**src/rtl/alu_issue_stage_if.sv**
```systemverilog
// rtl/alu_issue_stage_if.sv - Issue-side and ALU-command-side signals of the decode/issue stage.
interface alu_issue_stage_if;
  logic        in_valid;
  logic        in_ready;
  logic [31:0] instr;
  logic [31:0] rs_data;
  logic [31:0] rt_data;
  logic        flush;
  logic        out_valid;
  logic        out_ready;
  logic [2:0]  alu_control;
  logic [31:0] alu_a;
  logic [31:0] alu_b;
  logic [4:0]  dest;
  logic        reg_write;
  logic        mem_read;
  logic        mem_write;
  logic        branch_eq;
  logic        branch_ne;
  logic        illegal;

  modport master (
    output in_valid, instr, rs_data, rt_data, flush, out_ready,
    input  in_ready, out_valid, alu_control, alu_a, alu_b, dest,
    input  reg_write, mem_read, mem_write, branch_eq, branch_ne, illegal
  );

  modport slave (
    input  in_valid, instr, rs_data, rt_data, flush, out_ready,
    output in_ready, out_valid, alu_control, alu_a, alu_b, dest,
    output reg_write, mem_read, mem_write, branch_eq, branch_ne, illegal
  );
endinterface

```
**src/rtl/alu_issue_stage.sv**
```systemverilog
// rtl/alu_issue_stage.sv - MIPS decode/issue stage feeding the ALU through the ID/EX register.
// Optional load-use interlock: ALU_ISSUE_LOAD_USE_INTERLOCK_EN.
module alu_issue_stage (
  input logic              i_clk,
  input logic              i_reset,
  alu_issue_stage_if.slave bus
);
  typedef enum logic [2:0] {
    ALU_ADD = 3'd0, ALU_SUB = 3'd1, ALU_AND = 3'd2, ALU_NOR = 3'd3,
    ALU_OR  = 3'd4, ALU_XOR = 3'd5, ALU_SLT = 3'd6
  } alu_op_t;

  logic [5:0]  w_op;
  logic [5:0]  w_funct;
  logic [31:0] w_sext;
  logic [31:0] w_zext;
  logic [2:0]  w_ctl;
  logic [31:0] w_b;
  logic [4:0]  w_dest;
  logic        w_rw, w_mr, w_mw, w_beq, w_bne, w_ill;
  logic        w_hazard;
  logic        w_in_ready;
  logic        w_accept;
  logic        w_stall;
  logic        w_unused_shamt;

  logic        r_out_valid;
  logic [2:0]  r_alu_control;
  logic [31:0] r_alu_a;
  logic [31:0] r_alu_b;
  logic [4:0]  r_dest;
  logic        r_reg_write, r_mem_read, r_mem_write, r_branch_eq, r_branch_ne, r_illegal;

  assign w_op           = bus.instr[31:26];
  assign w_funct        = bus.instr[5:0];
  assign w_sext         = {{16{bus.instr[15]}}, bus.instr[15:0]};
  assign w_zext         = {16'h0000, bus.instr[15:0]};
  assign w_unused_shamt = ^bus.instr[10:6];

  always_comb begin
    w_ctl  = ALU_ADD;
    w_b    = bus.rt_data;
    w_dest = 5'd0;
    w_rw   = 1'b0;
    w_mr   = 1'b0;
    w_mw   = 1'b0;
    w_beq  = 1'b0;
    w_bne  = 1'b0;
    w_ill  = 1'b0;
    case (w_op)
      6'h00: begin
        w_dest = bus.instr[15:11];
        w_rw   = 1'b1;
        case (w_funct)
          6'h20, 6'h21: w_ctl = ALU_ADD;
          6'h22, 6'h23: w_ctl = ALU_SUB;
          6'h24:        w_ctl = ALU_AND;
          6'h25:        w_ctl = ALU_OR;
          6'h26:        w_ctl = ALU_XOR;
          6'h27:        w_ctl = ALU_NOR;
          6'h2A:        w_ctl = ALU_SLT;
          default: begin
            w_ill  = 1'b1;
            w_dest = 5'd0;
            w_rw   = 1'b0;
          end
        endcase
      end
      6'h08, 6'h09: begin w_ctl = ALU_ADD; w_b = w_sext; w_dest = bus.instr[20:16]; w_rw = 1'b1; end
      6'h0A:        begin w_ctl = ALU_SLT; w_b = w_sext; w_dest = bus.instr[20:16]; w_rw = 1'b1; end
      6'h0C:        begin w_ctl = ALU_AND; w_b = w_zext; w_dest = bus.instr[20:16]; w_rw = 1'b1; end
      6'h0D:        begin w_ctl = ALU_OR;  w_b = w_zext; w_dest = bus.instr[20:16]; w_rw = 1'b1; end
      6'h0E:        begin w_ctl = ALU_XOR; w_b = w_zext; w_dest = bus.instr[20:16]; w_rw = 1'b1; end
      6'h23: begin
        w_ctl  = ALU_ADD;
        w_b    = w_sext;
        w_dest = bus.instr[20:16];
        w_rw   = 1'b1;
        w_mr   = 1'b1;
      end
      6'h2B: begin w_ctl = ALU_ADD; w_b = w_sext; w_mw = 1'b1; end
      6'h04: begin w_ctl = ALU_SUB; w_beq = 1'b1; end
      6'h05: begin w_ctl = ALU_SUB; w_bne = 1'b1; end
      default: w_ill = 1'b1;
    endcase
    // Writes to $0 are discarded, so they are issued as non-writing.
    if (w_dest == 5'd0) w_rw = 1'b0;
  end

`ifdef ALU_ISSUE_LOAD_USE_INTERLOCK_EN
  logic w_reads_rt;
  assign w_reads_rt = (w_op == 6'h00) || (w_op == 6'h2B) || (w_op == 6'h04) || (w_op == 6'h05);
  assign w_hazard   = r_out_valid && r_mem_read && (r_dest != 5'd0) && bus.in_valid &&
                      ((r_dest == bus.instr[25:21]) || ((r_dest == bus.instr[20:16]) && w_reads_rt));
`else
  assign w_hazard = 1'b0;
`endif

  // During flush the input is drained (ready high) but never loaded.
  assign w_in_ready = bus.flush || ((!r_out_valid || bus.out_ready) && !w_hazard);
  assign w_accept   = bus.in_valid && w_in_ready;
  assign w_stall    = r_out_valid && !bus.out_ready;

  always_ff @(posedge i_clk) begin
    if (i_reset) begin
      r_out_valid   <= 1'b0;
      r_alu_control <= 3'd0;
      r_alu_a       <= 32'd0;
      r_alu_b       <= 32'd0;
      r_dest        <= 5'd0;
      r_reg_write   <= 1'b0;
      r_mem_read    <= 1'b0;
      r_mem_write   <= 1'b0;
      r_branch_eq   <= 1'b0;
      r_branch_ne   <= 1'b0;
      r_illegal     <= 1'b0;
    end else if (bus.flush) begin
      r_out_valid <= 1'b0;
    end else if (!w_stall) begin
      if (w_accept) begin
        r_out_valid   <= 1'b1;
        r_alu_control <= w_ctl;
        r_alu_a       <= bus.rs_data;
        r_alu_b       <= w_b;
        r_dest        <= w_dest;
        r_reg_write   <= w_rw;
        r_mem_read    <= w_mr;
        r_mem_write   <= w_mw;
        r_branch_eq   <= w_beq;
        r_branch_ne   <= w_bne;
        r_illegal     <= w_ill;
      end else begin
        r_out_valid <= 1'b0;
      end
    end
  end

  assign bus.in_ready    = w_in_ready;
  assign bus.out_valid   = r_out_valid;
  assign bus.alu_control = r_alu_control;
  assign bus.alu_a       = r_alu_a;
  assign bus.alu_b       = r_alu_b;
  assign bus.dest        = r_dest;
  assign bus.reg_write   = r_reg_write;
  assign bus.mem_read    = r_mem_read;
  assign bus.mem_write   = r_mem_write;
  assign bus.branch_eq   = r_branch_eq;
  assign bus.branch_ne   = r_branch_ne;
  assign bus.illegal     = r_illegal;
endmodule

```
**src/flat_wrapper.sv**
```systemverilog
// flat-port wrapper written by rule: the top's interface ports become plain ports
module alu_issue_stage_flat 
  (i_clk, i_reset, bus_in_valid, bus_instr, bus_rs_data, bus_rt_data, bus_flush, bus_out_ready, bus_in_ready, bus_out_valid, bus_alu_control, bus_alu_a, bus_alu_b, bus_dest, bus_reg_write, bus_mem_read, bus_mem_write, bus_branch_eq, bus_branch_ne, bus_illegal);
  alu_issue_stage_if bus_i ();
  input logic i_clk;
  input logic i_reset;
  input wire logic [$bits(bus_i.in_valid)-1:0] bus_in_valid;
  input wire logic [$bits(bus_i.instr)-1:0] bus_instr;
  input wire logic [$bits(bus_i.rs_data)-1:0] bus_rs_data;
  input wire logic [$bits(bus_i.rt_data)-1:0] bus_rt_data;
  input wire logic [$bits(bus_i.flush)-1:0] bus_flush;
  input wire logic [$bits(bus_i.out_ready)-1:0] bus_out_ready;
  output wire logic [$bits(bus_i.in_ready)-1:0] bus_in_ready;
  output wire logic [$bits(bus_i.out_valid)-1:0] bus_out_valid;
  output wire logic [$bits(bus_i.alu_control)-1:0] bus_alu_control;
  output wire logic [$bits(bus_i.alu_a)-1:0] bus_alu_a;
  output wire logic [$bits(bus_i.alu_b)-1:0] bus_alu_b;
  output wire logic [$bits(bus_i.dest)-1:0] bus_dest;
  output wire logic [$bits(bus_i.reg_write)-1:0] bus_reg_write;
  output wire logic [$bits(bus_i.mem_read)-1:0] bus_mem_read;
  output wire logic [$bits(bus_i.mem_write)-1:0] bus_mem_write;
  output wire logic [$bits(bus_i.branch_eq)-1:0] bus_branch_eq;
  output wire logic [$bits(bus_i.branch_ne)-1:0] bus_branch_ne;
  output wire logic [$bits(bus_i.illegal)-1:0] bus_illegal;
  assign bus_i.in_valid = bus_in_valid;
  assign bus_i.instr = bus_instr;
  assign bus_i.rs_data = bus_rs_data;
  assign bus_i.rt_data = bus_rt_data;
  assign bus_i.flush = bus_flush;
  assign bus_i.out_ready = bus_out_ready;
  assign bus_in_ready = bus_i.in_ready;
  assign bus_out_valid = bus_i.out_valid;
  assign bus_alu_control = bus_i.alu_control;
  assign bus_alu_a = bus_i.alu_a;
  assign bus_alu_b = bus_i.alu_b;
  assign bus_dest = bus_i.dest;
  assign bus_reg_write = bus_i.reg_write;
  assign bus_mem_read = bus_i.mem_read;
  assign bus_mem_write = bus_i.mem_write;
  assign bus_branch_eq = bus_i.branch_eq;
  assign bus_branch_ne = bus_i.branch_ne;
  assign bus_illegal = bus_i.illegal;
  alu_issue_stage u_core (.i_clk(i_clk), .i_reset(i_reset), .bus(bus_i));
endmodule
```
**config.mk**
```make
export PLATFORM = sky130hd
export DESIGN_NAME = alu_issue_stage_flat
export DESIGN_NICKNAME = d
export VERILOG_FILES = /design/src/rtl/alu_issue_stage_if.sv /design/src/rtl/alu_issue_stage.sv /design/src/flat_wrapper.sv
export SDC_FILE = /design/constraint.sdc
export NUM_CORES = 1
export LEC_CHECK = 0
export ABC_AREA = 0
export CORE_MARGIN = 3
export CORE_UTILIZATION = 39
export DETAILED_ROUTE_END_ITERATION = 6
export MAX_ROUTING_LAYER = met4
export PLACE_DENSITY = 0.9
export SYNTH_ARGS = -nofsm -noshare
export SYNTH_HDL_FRONTEND = slang
export SYNTH_SLANG_ARGS = --single-unit
```
**constraint.sdc**
```tcl
create_clock -name i_clk -period 1.9 [get_ports i_clk]
set_clock_uncertainty 0.1 [all_clocks]
set_input_delay 0.38 -clock i_clk [delete_from_list [all_inputs] [get_ports i_clk]]
set_output_delay 0.38 -clock i_clk [all_outputs]
set_load 0.01 [all_outputs]
```
==> results.yml, run 1 <==
grt:
  antenna_found_initial: 0
  grt_max_degree: 34
  grt_usage_pct: 23.8
  grt_pass1_vias: 3882
  grt_pass1_wl_um: 18300
  grt_overflow: 0
synth:
  yosys_warnings: 0
  yosysSeqAreaShare_pct: 47.0
  synth_edf_count: 0
  syn_nets: 509
  synth_cells: 408
  synth_cell_types: 49
  avgSynthCellArea_um2: 8.25
  ys_ff_latch: 79
  syn-cell-area_um2: 3370
  synth-main-ff-cell: "dfxtp_1"
  synthArstFlopShare_pct: 0
power_and_ir_drop:
  power.total_mw: 4.06
  seq_power_share_pct: 44.1
  ir_drop_mv: 0.449
  power.switching_fraction_pct: 26.2
  pwr-share-comb_pct: 21.2
  p_sw_mw: 1.06
  power.density_nw_per_um2: 702
  pwr-share-clk_pct: 34.6
  leakagePower_nw: 2.20
  internal_power_mw: 2.99
clocking:
  cts_buffer_depth: 2
  clock_sinks: 79
  cts_max_level: 3
  cts_tree: "yes"
  cts_buffers: 9
  clk_pin_slew_ns: 0.08
  insertion_delay_ns: 0.35
  root_buffer: "clkbuf_8"
timing:
  finalMaxSlewViolations: 0
  min_period_over_period_pct: 97.8
  hold_viol: 0
  worst_slack_ns: 0.0420
  worst-slew-pin-transition_ns: 0.359
  finalSetupViolCount: 0
  min_period_ns: 1.86
  clock.fmax_mhz: 538
  rsz0062_at_grt: "false"
  slew_headroom_pct: 76.1
run_status:
  outcome: "finished, final reports clean"
critical_path:
  crit_path_max_incr_delay_ns: 0.41
  slowest_stage: "clkdlybuf4s50_1"
  cp_max_fo: 2
  r2r_cells: 7
  cp_top_family: "buffers and inverters"
  worstPathCellList: "clkdlybuf4s50_1, nand2b_1, or2_2, buf_2"
  worstSetupEndpointType: "output port"
  cp-start-kind: "input pin"
  worstSetupPathType: "input pin to output port"
  critPathArrivalTime_ns: 1.38
  cp.depth: 4
  path_buf_inv: 2
  required_ns: 1.42
layout:
  finalCoreUtilization_pct: 69.6
  diodes: 0
  fin_cells: 723
  nets: 714
  layout_commonest_cell: "clkdlybuf4s50_1"
  syn_to_final_growth_pct: 71.6
  final_cell_mix: "clkdlybuf4s50_1 (170), nand2_1 (117), dfxtp_1 (79), nor2_1 (48), buf_4 (46)"
  design_area_um2: 5780
  drive_gt1_share_pct: 15.4
worst_hold_path:
  min_delay_path_depth: 2
  min_path_type: "input pin to flip-flop"
floorplan:
  die_h_um: 98.9
  initial_core_util_pct: 40.6
  fp-row-count: 33
  ios: 181
  core_area_um2: 8300
  die_w_um: 98.9
  die-area_um2: 9780
drt:
  drc: 0
  drt_wl_total_um: 11300
  wl_per_cell_um: 15.6
  drtIter0Drc: 76
  viasPerCell: 5.11
  vias: 3695
  first_pass_iters: 5
  final_antenna_net_count: 0
placement:
  dp_cells: 707
  place_congestion: 0.861
  dpl_cell_area_um2: 5550
  io_buffers: 175
  pre_cts_ws_ns: -0.336
  dpl.hpwl_um: 8570
flow_run:
  cap_violations: 0
==> per-layer routing <==
layer / track usage (%) / vias up / share of wire (%)
met5: - / - / 0
met4: 8.72 / 0 / 2.4
met3: 4.53 / 20 / 5.1
met2: 40.5 / 145 / 51
met1: 27.7 / 1725 / 41
li1: - / 1805 / -
==> cell usage after synthesis, types with 2 or more instances <==
cell,number,share of area (%)
nand2_1,117,13
inv_1,2,0.22
buf_6,3,1.0
o21ai_0,2,0.30
nor2_1,48,5.4
nor3b_1,2,0.45
buf_4,3,0.67
nand2b_1,5,0.93
a221oi_1,5,1.3
dfxtp_1,79,47
a21oi_1,36,5.4
buf_2,12,1.8
a311oi_2,10,4.5
nor3_1,10,1.5
a22o_1,2,0.52
nand3_1,2,0.30
a211oi_1,16,3.6
a311oi_1,6,1.6
a21oi_4,2,0.97
a31oi_1,3,0.56
clkbuf_1,14,1.6
or4_1,2,0.45
==> metrics by stage <==
step                      TNS, ns  hold WS [ns]
final                           0         0.231
after global routing            0         0.238
after CTS                       0         0.217
after detailed placement   -15.09         0.346
after global placement     -11.74         0.342
after floorplan                 0         0.381
==> final timing paths <==
| path | from | to | slack (ns) |
|---|---|---|---|
| max | bus_out_ready | bus_in_ready | 0.04 |
| min | i_reset | u_core.bus.alu_b[22] | 0.23 |
| max reg2reg | u_core.bus.out_valid | u_core.bus.alu_a[3] | 0.36 |
| min reg2reg | u_core.bus.alu_a[12] | u_core.bus.alu_a[12] | 0.36 |
==> state kept, by name, indices dropped and copies added (netlist names) <==
register / cells
u_core.bus.illegal: 1
u_core.bus.alu_control: 3
u_core.bus.out_valid: 1
u_core.bus.alu_b: 32
u_core.bus.dest: 5
u_core.bus.branch_ne: 1
u_core.bus.mem_write: 1
u_core.bus.alu_a: 32
u_core.bus.reg_write: 1
u_core.bus.branch_eq: 1
u_core.bus.mem_read: 1
==> cell type report <==
type                       instances  area, um2
fill                             642       2520
timing repair buffer             227       2210
multi-input combinational        293       1620
sequential                        79       1580
tap                              105        131
clock buffer                      10        128
clock inverter                     6       92.6
inverter                           3       11.3
==> worst reg2reg max path, cell delays in order (launching register included) <==
cell      delay (ns)
dfxtp_1         0.32
nand2b_1        0.08
buf_4           0.12
nor2b_4         0.21
buf_12          0.20
buf_12          0.19
nand2_1         0.10
a21oi_1         0.15
==> repair_timing <==
item / 4_1_cts / 5_1_grt
resized for setup: 4 / 5
setup endpoints to repair: 1 / 9
buffers inserted: 0 / 0
pin swaps: 0 / 3
hold buffers: 0 / 0
==> kinds of logic (layout without fill, tap and decap cells) <==
family                    after synthesis  after routing  share of synthesized area, %
DFF                                    79             79                          47.0
AOI/OAI and AO/OA                      95             95                          22.4
xor gates and xnor gates                2              2                         0.521
and+or+nand+nor                       196            196                          24.6
buffers and inverters                  36            246                          5.46
==> power by group through the flow <==
stage | Combinational (mW) | Clock [mW] | Sequential (mW)
5_1_grt | 0.928 | 1.51 | 1.80
3_3_place_gp | 0.839 | 0 | 1.82
4_1_cts | 0.866 | 1.43 | 1.79
6_report | 0.862 | 1.40 | 1.79
3_5_place_dp | 0.861 | 0 | 1.83
2_1_floorplan | 0.286 | 0 | 1.87
No activity file was read; power rests on OpenSTA's default activity.
==> run 2: changes to the inputs <==
- RECOVER_POWER: not set -> 25
==> run 2 against run 1 <==
  * Flip-flop and latch count stayed put
  * Clock-buffer cell count stayed put
  * Critical path depth stayed put
  * Worst setup slack worse by 0.0080 ns
  * Critical endpoint unchanged
==> results.yml, run 2 (synthesized netlist as in run 1, its figures left out) <==
run_status:
  outcome: "finished, final reports clean"
drt:
  drt_wl_total_um: 11300
  wl_per_cell_um: 15.6
  drc: 0
  vias: 3701
  drtIter0Drc: 67
  final_antenna_net_count: 0
  viasPerCell: 5.12
  first_pass_iters: 4
worst_hold_path:
  holdCritStartpoint: "i_reset"
  min_path_type: "input pin to flip-flop"
  min_delay_path_depth: 2
  holdPathEnd: "u_core.bus.alu_b[22]"
clocking:
  root_buffer: "clkbuf_8"
  clock_sinks: 79
  insertion_delay_ns: 0.35
  postCtsSetupRepairBufs: 0
  cts_max_level: 3
  cts_buffers: 9
  clk_pin_slew_ns: 0.08
  cts_buffer_depth: 2
  cts_tree: "yes"
grt:
  grt_pass1_wl_um: 18300
  antenna_found_initial: 0
  use_met3_pct: 4.53
  grt_usage_pct: 23.8
  use_met2_pct: 40.5
  grt.met1_usage_pct: 27.7
  grt_max_degree: 34
  top_usage_layer: "met2"
  grt_pass1_vias: 3882
  grt_overflow: 0
floorplan:
  die-area_um2: 9780
  initial_core_util_pct: 40.6
  ios: 181
  core_area_um2: 8300
  fp-row-count: 33
  die_w_um: 98.9
  die_h_um: 98.9
timing:
  rsz0062_at_grt: "false"
  clock.fmax_mhz: 536
  timing.setup.tns_ns: 0
  worst-slew-pin-transition_ns: 0.360
  finalSetupViolCount: 0
  slew_headroom_pct: 76.0
  finalMaxSlewViolations: 0
  min_period_over_period_pct: 98.2
  min_period_ns: 1.87
  hold_viol: 0
critical_path:
  crit_path_max_incr_delay_ns: 0.41
  cp-start-kind: "input pin"
  r2r_start: "u_core.bus.out_valid"
  worstSetupPathType: "input pin to output port"
  reg2reg_to: "u_core.bus.alu_a[3]"
  critPathArrivalTime_ns: 1.39
  worstSetupEndpointType: "output port"
  cp_max_fo: 2
  cp_top_family: "buffers and inverters"
  slowest_stage: "clkdlybuf4s50_1"
  worstPathCellList: "clkdlybuf4s50_1, nand2b_1, or2_2, buf_2"
  required_ns: 1.42
  r2r_slack_ns: 0.37
  r2r_cells: 7
  path_buf_inv: 2
layout:
  multi_input_area_um2: 1610
  layout_commonest_cell: "clkdlybuf4s50_1"
  drive_gt1_share_pct: 15.2
  fillerInstances: 643
  nets: 714
  syn_to_final_growth_pct: 71.5
  final_cell_mix: "clkdlybuf4s50_1 (153), nand2_1 (117), dfxtp_1 (79), nor2_1 (48), buf_4 (46)"
  ff_latch_area_um2: 1580
  diodes: 0
power_and_ir_drop:
  ir_drop_mv: 0.447
  power.total_mw: 4.05
  leakagePower_nw: 2.25
  power.density_nw_per_um2: 701
placement:
  place_congestion: 0.861
  io_buffers: 175
  dpl.hpwl_um: 8570
flow_run:
  cap_violations: 0
==> run 2: changes by cell type in the layout (fill, tap and decap cells not counted), sizes merged <==
cell	previous run	this run
clkdlybuf4s50	170	153
dlygate4sd3	0	17
==> run 2: routing by layer <==
| metal | share of wire [%] | wire, um |
|---|---|---|
| met1 | 41 | 4620 |
| met2 | 51 | 5800 |
| met3 | 4.9 | 552 |
| met4 | 2.7 | 310 |
| met5 | 0 | 0 |
==> run 2: through the flow <==
step                      area, um2  hold slack, ns  setup WS (ns)  instances  util [%]
after floorplan                3370           0.381          0.215        408         -
after global placement         5550           0.342         -0.298        707      66.8
after detailed placement       5550           0.346         -0.336        707      66.8
after CTS                      5760           0.217         0.0270        723      69.4
after global routing           5770           0.238         0.0167        723      69.6
final                          5770           0.234         0.0340        723      69.6
==> run 2: cell type report <==
cell class,count,area share (%)
Clock buffer,10,2.21
Multi-Input combinational cell,293,28.0
Inverter,3,0.195
Tap cell,105,2.28
Timing Repair Buffer,227,38.4
Clock inverter,6,1.60
Sequential cell,79,27.4
==> run 2: worst register-to-register path, cell delays in order (launching register included) <==
cell and delay (ns):
dfxtp_1 0.32, nand2b_1 0.08, buf_4 0.12, nor2b_4 0.21, buf_12 0.20, buf_12 0.19
nand2_1 0.10, a21oi_1 0.15
==> run 2: how the worst max path moves through the flow <==
| stage | start | to | cells after the start | slack, ns |
|---|---|---|---|---|
| finish | bus_out_ready | bus_in_ready | 4 | 0.03 |
| floorplan | bus_instr[26] | u_core.bus.alu_b[10] | 6 | 0.21 |
| detailed placement | bus_instr[26] | u_core.bus.reg_write | 6 | -0.34 |
| CTS | bus_instr[26] | u_core.bus.reg_write | 6 | 0.03 |
| global route | bus_instr[31] | u_core.bus.reg_write | 6 | 0.02 |
| global placement | bus_instr[27] | u_core.bus.reg_write | 6 | -0.30 |
==> run 2: report_power, final <==
group          leakage (nW)  internal, mW  switching (mW)
Sequential            0.647          1.74          0.0452
Clock                 0.104         0.750           0.654
Combinational          1.50         0.490           0.363
Total                  2.25          2.98            1.06
==> run 2: repair_timing <==
item,4_1_cts,5_1_grt
gates resized for setup,4,5
endpoints found under the setup margin,1,9
pin swaps,0,3
hold buffers,0,0
==> run 3: changes to the inputs <==
- CAP_MARGIN: not set -> 25
- GPL_ROUTABILITY_DRIVEN: not set -> 0
==> run 3 against run 2 <==
  * Core utilization fell by 0.18 points
  * Clock power fell by 5%
  * Flip-flop and latch count did not move
  * First-iteration DRC count rose by 37%
  * Register-to-register slack got worse by 0.02 ns
  * Worst hold slack improved by 0.082 ns
  * Maximum frequency rose by 0.13%
  * Worst setup slack improved by 0.0025 ns
  * Largest power group unchanged
  * Via count fell by 0.95%
  * Combinational power fell by 0.6%
  * Design area fell by 0.26%
  * Critical path type unchanged
  * Clock-buffer cell count fell by 1
==> results.yml, run 3 (synthesized netlist as in run 1, its figures left out) <==
floorplan:
  core_area_um2: 8300
  fp-row-count: 33
  ios: 181
  die_w_um: 98.9
  die-area_um2: 9780
  initial_core_util_pct: 40.6
  die_h_um: 98.9
timing:
  timing.setup.tns_ns: 0
  finalMaxSlewViolations: 0
  worst_slack_ns: 0.0365
  min_period_over_period_pct: 98.1
  whs_ns: 0.316
  min_period_ns: 1.86
  finalSetupViolCount: 0
  clock.fmax_mhz: 537
  worst-slew-pin-transition_ns: 0.334
  slew_headroom_pct: 77.7
  hold_viol: 0
power_and_ir_drop:
  power.total_mw: 3.97
  leakagePower_nw: 2.25
  power.density_nw_per_um2: 689
  ir_drop_mv: 0.433
clocking:
  clk_pin_slew_ns: 0.08
  root_buffer: "clkbuf_8"
  postCtsSetupRepairBufs: 0
  clock_sinks: 79
  holdBufCountCts: 0
  cts_max_level: 3
  cts_buffer_depth: 2
  insertion_delay_ns: 0.35
  cts_tree: "yes"
  cts_buffers: 9
grt:
  grt.met1_usage_pct: 25.9
  use_met3_pct: 5.17
  grt_usage_pct: 22.6
  antenna_found_initial: 0
  grt_max_degree: 27
  grt_pass1_wl_um: 17400
  use_met2_pct: 38.1
  grt_pass1_vias: 3601
  top_usage_layer: "met2"
  grt_overflow: 0
worst_hold_path:
  min_path_type: "input pin to flip-flop"
critical_path:
  critPathArrivalTime_ns: 1.38
  worstSetupPathType: "input pin to output port"
  cp_max_fo: 2
  required_ns: 1.42
  cp-start-kind: "input pin"
  worstSetupEndpointType: "output port"
drt:
  drt_wl_total_um: 10900
  first_pass_iters: 4
  wl_per_cell_um: 15.1
  drc: 0
  viasPerCell: 5.10
  vias: 3666
  drtIter0Drc: 92
  final_antenna_net_count: 0
layout:
  drive_gt1_share_pct: 14.7
  syn_to_final_growth_pct: 71.1
  final_cell_mix: "clkdlybuf4s50_1 (150), nand2_1 (117), dfxtp_1 (79), nor2_1 (48), buf_4 (40)"
  diodes: 0
  nets: 711
  fin_cells: 719
  layout_commonest_cell: "clkdlybuf4s50_1"
run_status:
  outcome: "finished, final reports clean"
placement:
  pre_cts_ws_ns: -0.342
  dp_cells: 704
  io_buffers: 175
  dpl.hpwl_um: 8350
flow_run:
  cap_violations: 0
## run 3: repair_timing
item | CTS | global route
hold endpoints to repair | 0 | 0
setup endpoints to repair | 1 | 8
pin swaps | 0 | 2
gates resized for setup | 4 | 4
## run 3: metrics by stage
stage | instance area [um2] | utilization (%)
after global routing | 5760 | 69.4
after floorplan | 3370 | -
after CTS | 5750 | 69.3
final | 5760 | 69.4
after global placement | 5550 | 66.9
after detailed placement | 5550 | 66.9
## run 3: final timing paths
path	cells after the start	to	start	slack, ns
max	4	bus_in_ready	bus_out_ready	0.04
min	2	u_core.bus.alu_b[23]	i_reset	0.32
max reg2reg	6	u_core.bus.alu_b[25]	u_core.bus.out_valid	0.35
min reg2reg	2	u_core.bus.alu_a[21]	u_core.bus.alu_a[21]	0.35
## run 3: layout make-up
class / count / area (um2)
sequential: 79 / 1580
tap: 105 / 131
inverter: 3 / 11.3
timing repair buffer: 224 / 2210
clock buffer: 9 / 124
fill: 645 / 2540
clock inverter: 6 / 86.3
multi-input combinational: 293 / 1610
## run 3: critical path, cell delays in order
cell and delay, ns:
clkdlybuf4s50_1 0.41, nand2b_1 0.16, or2_2 0.29, buf_2 0.15
## run 3: routing by layer
layer	wire length [um]	vias up
met4	259	0
li1	-	1810
met3	689	22
met2	5590	135
met1	4350	1699
met5	0	-
## run 3: report_power, final
part / switching, mW / leakage, nW / internal [mW]
clock network: 0.603 / 0.105 / 0.730
registers: 0.0449 / 0.647 / 1.74
logic: 0.356 / 1.49 / 0.492
total: 1.00 / 2.25 / 2.97
